--- src/rtl/reg_list_sequencer_pkg.sv ---
// Shared types and helpers for the register-list block-transfer sequencer.
// Pure definitions: no logic, no latency, no flow control.
package reg_list_sequencer_pkg;

    typedef enum logic [1:0] {
        ST_IDLE      = 2'd0,
        ST_ACCESS    = 2'd1,
        ST_WRITEBACK = 2'd2,
        ST_DONE      = 2'd3
    } seq_state_t;

    localparam int WORD_BYTES = 4;

    function automatic logic [4:0] popcount16(input logic [15:0] v);
        logic [4:0] n;
        n = '0;
        for (int i = 0; i < 16; i++) begin
            n = n + {4'd0, v[i]};
        end
        return n;
    endfunction

endpackage

--- src/rtl/reg_list_sequencer_lowest_set_bit_16.sv ---
// Priority encoder: index of the lowest set bit of a 16-bit mask, plus a valid flag.
// Combinational, zero latency; no flow control.
module lowest_set_bit_16
    import reg_list_sequencer_pkg::*;
(
    input  logic [15:0] mask,
    output logic [3:0]  idx,
    output logic        vld
);

    // Scan from the top so the last hit, the lowest bit, wins.
    always_comb begin
        idx = '0;
        vld = 1'b0;
        for (int i = 15; i >= 0; i--) begin
            if (mask[i]) begin
                idx = 4'(i);
                vld = 1'b1;
            end
        end
    end

endmodule

--- src/rtl/reg_list_sequencer.sv ---
// LDM/STM-style sequencer: moves listed registers to/from memory, then optional base writeback.
// One access per MemReady cycle; MemReady low stalls with all outputs held stable.
module reg_list_sequencer
    import reg_list_sequencer_pkg::*;
#(
    parameter int DATA_W = 32
) (
    input  logic              Clk,
    input  logic              Reset_n,
    input  logic              Start,
    input  logic              IsLoad,
    input  logic              Up,
    input  logic              Before,
    input  logic              WB,
    input  logic [3:0]        Rn,
    input  logic [15:0]       RegList,
    input  logic [DATA_W-1:0] BaseAddr,
    input  logic [DATA_W-1:0] PuertoB,
    input  logic [DATA_W-1:0] MemRData,
    input  logic              MemReady,
    output logic [3:0]        RB,
    output logic [3:0]        RW,
    output logic [DATA_W-1:0] PW,
    output logic              LE,
    output logic [DATA_W-1:0] MemAddr,
    output logic              MemRead,
    output logic              MemWrite,
    output logic [DATA_W-1:0] MemWData,
    output logic              Busy,
    output logic              Done
);

    localparam logic [DATA_W-1:0] STEP = DATA_W'(WORD_BYTES);

    seq_state_t        state, state_nxt;
    logic [15:0]       mask;
    logic [15:0]       mask_rest;
    logic [DATA_W-1:0] addr;
    logic [DATA_W-1:0] final_addr;
    logic              is_load;
    logic              do_wb;
    logic [3:0]        rn;
    logic [3:0]        cur;
    logic              cur_vld;
    logic [DATA_W-1:0] xfer_bytes;
    logic [DATA_W-1:0] first_addr;
    logic [DATA_W-1:0] end_addr;

    lowest_set_bit_16 u_lsb (
        .mask (mask),
        .idx  (cur),
        .vld  (cur_vld)
    );

    // Clearing the lowest set bit is all that advancing the walk needs.
    assign mask_rest  = mask & (mask - 16'd1);
    assign xfer_bytes = DATA_W'(popcount16(RegList)) * STEP;
    assign end_addr   = Up ? (BaseAddr + xfer_bytes) : (BaseAddr - xfer_bytes);

    // The block always occupies N ascending words; only its start moves with Up/Before.
    always_comb begin
        case ({Up, Before})
            2'b10:   first_addr = BaseAddr;
            2'b11:   first_addr = BaseAddr + STEP;
            2'b00:   first_addr = BaseAddr - xfer_bytes + STEP;
            default: first_addr = BaseAddr - xfer_bytes;
        endcase
    end

    always_ff @(posedge Clk or negedge Reset_n) begin
        if (!Reset_n) begin
            state <= ST_IDLE;
        end else begin
            state <= state_nxt;
        end
    end

    always_ff @(posedge Clk or negedge Reset_n) begin
        if (!Reset_n) begin
            mask       <= '0;
            addr       <= '0;
            final_addr <= '0;
            is_load    <= 1'b0;
            do_wb      <= 1'b0;
            rn         <= '0;
        end else if (state == ST_IDLE && Start) begin
            mask       <= RegList;
            addr       <= first_addr;
            final_addr <= end_addr;
            is_load    <= IsLoad;
            // A load that refills Rn keeps the loaded value instead of the new base.
            do_wb      <= WB && !(IsLoad && RegList[Rn]);
            rn         <= Rn;
        end else if (state == ST_ACCESS && MemReady) begin
            mask <= mask_rest;
            addr <= addr + STEP;
        end
    end

    always_comb begin
        state_nxt = state;
        RB        = '0;
        RW        = '0;
        PW        = '0;
        LE        = 1'b0;
        MemAddr   = '0;
        MemRead   = 1'b0;
        MemWrite  = 1'b0;
        MemWData  = '0;
        Busy      = 1'b0;
        Done      = 1'b0;
        case (state)
            ST_IDLE: begin
                if (Start) begin
                    state_nxt = (|RegList) ? ST_ACCESS : ST_DONE;
                end
            end
            ST_ACCESS: begin
                Busy    = 1'b1;
                MemAddr = addr;
                if (cur_vld) begin
                    if (is_load) begin
                        MemRead = 1'b1;
                        if (MemReady) begin
                            LE = 1'b1;
                            RW = cur;
                            PW = MemRData;
                        end
                    end else begin
                        MemWrite = 1'b1;
                        RB       = cur;
                        MemWData = PuertoB;
                    end
                end
                if (MemReady && !(|mask_rest)) begin
                    state_nxt = do_wb ? ST_WRITEBACK : ST_DONE;
                end
            end
            ST_WRITEBACK: begin
                Busy      = 1'b1;
                LE        = 1'b1;
                RW        = rn;
                PW        = final_addr;
                state_nxt = ST_DONE;
            end
            ST_DONE: begin
                Done      = 1'b1;
                state_nxt = ST_IDLE;
            end
            default: state_nxt = ST_IDLE;
        endcase
    end

endmodule

--- config.mk ---
export PLATFORM = sky130hd
export DESIGN_NAME = reg_list_sequencer
export DESIGN_NICKNAME = d
export VERILOG_FILES = /design/src/rtl/reg_list_sequencer_pkg.sv /design/src/rtl/reg_list_sequencer_lowest_set_bit_16.sv /design/src/rtl/reg_list_sequencer.sv
export SDC_FILE = /design/constraint.sdc
export NUM_CORES = 1
export LEC_CHECK = 0
export CAP_MARGIN = 10
export CORE_MARGIN = 1.5
export CORE_UTILIZATION = 46
export DETAILED_ROUTE_END_ITERATION = 8
export GPL_TIMING_DRIVEN = 1
export PLACE_DENSITY = 0.82
export SETUP_SLACK_MARGIN = 0.05
export SLEW_MARGIN = 0
export SYNTH_ARGS = -nofsm -noshare
export SYNTH_HDL_FRONTEND = slang
export SYNTH_SLANG_ARGS = --single-unit
--- constraint.sdc ---
create_clock -name Clk -period 2.61 [get_ports Clk]
set_input_delay 0.261 -clock Clk [delete_from_list [all_inputs] [get_ports Clk]]
set_output_delay 0.261 -clock Clk [all_outputs]
set_load 0.1 [all_outputs]
==> summary.txt <==
Status = finished, violations left
Failing checks = setup timing
Final setup margin = -3.29 ns
Period utilization = 226%
Top Metal Used = met4
Type of the most critical hold path = in -> reg
Main synth FF type = dfrtp_1
Yosys top cell area share = 23.5%
Seq/Total Area, Yosys = 23.5%
Max-slew headroom = 49.9%
Pwr/cell area = 1280 mW/mm2
CTS clk-pin slew, worst paths = 0.08 ns
Core area = 0.0201 mm2
WL met3 = 4.15 mm
Starting Density = 46.7%
Clock Skew = 0.0126 ns
Leakage = 0.00710 uW
Inserted Diodes = 0
Buffers added on ports = 232
Fill count = 1016
Post-DP HPWL = 31.8 mm
Synthesized Nets = 1408
F_max = 170 MHz
Die width = 146 um
Layout cells sized above 1 = 45.2%
Ports = 233
Kind of critical path = in -> reg
Clk sinks = 88
Critical Path Max Stage Delay = 0.59 ns
WP data required = 2.82 ns
Hold Vio Cnt, Final = 0
Async set-reset flop share out of synthesis = 100%
Drt wl/cell = 23.6 um
Number of synthesized flops with an enable pin = 0
Total CTS buffers = 9
Clock Tree Buf Depth = 2
Vias in the first global route = 12436
Yosys reg bits = 88
Starting DRT DRC Count = 1294
Tot Pwr = 22200 uW
VDD IR max = 1.13 mV
Mapped Cells = 1245
Cell taking the most area after synthesis = dfrtp_1
Maxcap violations = 0
Syn Area/Cell = 7.54 um2
Metal-1 WL = 16.5 mm
Die Height = 146 um
Largest net degree at the start of global routing = 64
First-pass GRT wire length = 68.2 mm
Crit path max-delay cell type = fa_1
Yosys warnings = 0
Antenna-violating nets left = 0
Final Setup Violations = 129
Vias per inst = 6.27
Worst setup EP type = flop
Synth cell types = 76
Die Area = 0.0213 mm2
Crit path cell chain = buf_8 > inv_4 > fa_2 > fa_1 > fa_2 > fa_1 > inv_2 > ha_4 > fa_2 > xor2_2 > buf_4 > ha_4 > nor2_4 > o311a_4 > or4_4 > xor2_1 > or4_4 > buf_4 > nor3_4 > buf_4 > xnor2_1 > a211oi_1 > a21oi_1
Area grow syn2layout = 85.2%
Largest cells by area after synthesis = dfrtp_1, xnor2_1, nand2_1
1st-pass router iterations = 6
Routability cong. = 0.968
Clk root buf = clkbuf_16
Post-route minimum period = 5.90 ns
Commonest non-fill, non-tap cells in the layout = buf_4, nand2_1, clkdlybuf4s50_1
Post-Syn Area = 0.00938 mm2
Most common cell after layout, fill and taps aside = buf_4
Worst Setup Start Kind = input pin
Total global routing overflow = 0
Worst path arrival time = 6.11 ns
Crit path buf inv count = 6
Met2 Wirelength = 23.3 mm
CTS tree = done
Final Max Tran Viols = 0
Finished Core Util = 86.4%
# rows = 52
RSZ-0062 raised after global routing = yes
Final Net Count = 1894
H-tree depth = 3
DRC viols = 0
Routed via count = 12579
CP Max Fanout = 4
Clk_lat worst skew = 0.36 ns
Routed wire length = 47.4 mm
Initial antenna violation count = 0
Worst-Margin Slew = 0.745 ns
GRT Util Overall = 40.9%
Delay-heaviest family, CP = adder cells
what timing repair did:
action	4_1_cts	5_1_grt
endpoints found under the setup margin	130	136
resized for setup	215	127
endpoints found under the hold margin	31	0
hold buffers	1	0
buffers inserted	42	33
pin swaps	81	124
gates cloned	7	0
state kept, by name, indices dropped and copies added, names as in the netlist:
name	count
addr	32
do_wb	1
final_addr	32
is_load	1
mask	16
rn	4
state	2
layer usage:
| layer | track usage (%) | up-vias |
|---|---|---|
| met5 | 0 | - |
| met4 | 25.8 | 0 |
| met3 | 5.58 | 261 |
| met2 | 72.0 | 931 |
| met1 | 46.9 | 5984 |
| li1 | - | 5403 |
metrics by stage:
step                      cell area [um2]  cells  hold WS (ns)  setup TNS (ns)  worst slack (ns)
after floorplan                     10300   1245       -0.0346         -143.55             -3.23
after global placement              15300   1918         0.254         -205.14             -4.03
after detailed placement            15300   1918         0.253         -212.13             -4.17
after CTS                           16700   1983         0.174         -166.18             -3.12
after global routing                17400   2006         0.187         -186.46             -3.40
final                               17400   2006         0.176         -173.78             -3.29
report_power, final:
part | leakage, uW | switching (uW) | total, uW | internal, uW
logic | 0.00589 | 10400 | 18000 | 7630
registers | 0.00107 | 811 | 2830 | 2020
clock network | 0.000145 | 631 | 1340 | 712
final cells by class:
| type | count | area, um2 | area share (%) |
|---|---|---|---|
| clock buffer | 12 | 256 | 1.48 |
| clock inverter | 4 | 37.5 | 0.216 |
| inverter | 51 | 209 | 1.20 |
| multi-input combinational | 1011 | 8400 | 48.3 |
| sequential | 88 | 2200 | 12.7 |
| tap | 270 | 338 | 1.94 |
| timing repair buffer | 570 | 5930 | 34.1 |
cell families (layout without fill, tap and decap cells):
group	Yosys count	count (layout)	share of synthesized area, %
AO/OA/AOI/OAI	322	322	22.3
adder cells (fa/ha/maj)	41	41	6.37
buffers and inverters	147	637	6.07
AND/OR/NAND/NOR	521	522	29.2
multiplexers	10	10	1.73
XOR/XNOR	116	116	10.8
flip-flops	88	88	23.5
cell usage after synthesis (5+ instances only):
| cell | number |
|---|---|
| o311a_1 | 5 |
| nor2b_1 | 44 |
| o21ai_1 | 5 |
| nand3_1 | 45 |
| a31oi_1 | 11 |
| mux2i_1 | 5 |
| o21bai_1 | 5 |
| nor2_1 | 84 |
| or3_1 | 8 |
| xnor2_1 | 70 |
| nand4b_1 | 5 |
| nand2_1 | 132 |
| nand4_1 | 16 |
| o41ai_1 | 5 |
| buf_2 | 8 |
| nor4_1 | 18 |
| and2_1 | 75 |
| nor3_1 | 39 |
| a211oi_1 | 20 |
| a21o_1 | 8 |
| a2111oi_0 | 5 |
| a22oi_1 | 39 |
| or4_1 | 9 |
| ha_1 | 27 |
| nand2b_1 | 9 |
| o22ai_1 | 9 |
| clkbuf_1 | 82 |
| buf_1 | 5 |
| o31ai_1 | 6 |
| o211ai_1 | 15 |
| nor4b_1 | 5 |
| mux4_2 | 5 |
| a21oi_1 | 64 |
| and3_1 | 10 |
| fa_1 | 12 |
| dfrtp_1 | 88 |
| inv_1 | 51 |
| xor2_1 | 46 |
| o21ai_0 | 86 |
worst min-delay path, stage by stage:
cell and delay [ns]:
buf_6 0.10, inv_2 0.06, o21ai_0 0.08
final timing paths:
kind | slack [ns] | endpoint | cells past startpoint | from
max reg2reg | 0.03 | state[1] | 10 | mask[0]
min reg2reg | 0.50 | addr[1] | 2 | addr[1]
min in group asynchronous | 0.41 | final_addr[6] | 2 | Reset_n
min | 0.18 | mask[7] | 3 | RegList[7]
max | -3.29 | addr[14] | 23 | RegList[13]
max in group asynchronous | 1.55 | addr[3] | 3 | Reset_n
(Power assumes the default switching activity.)
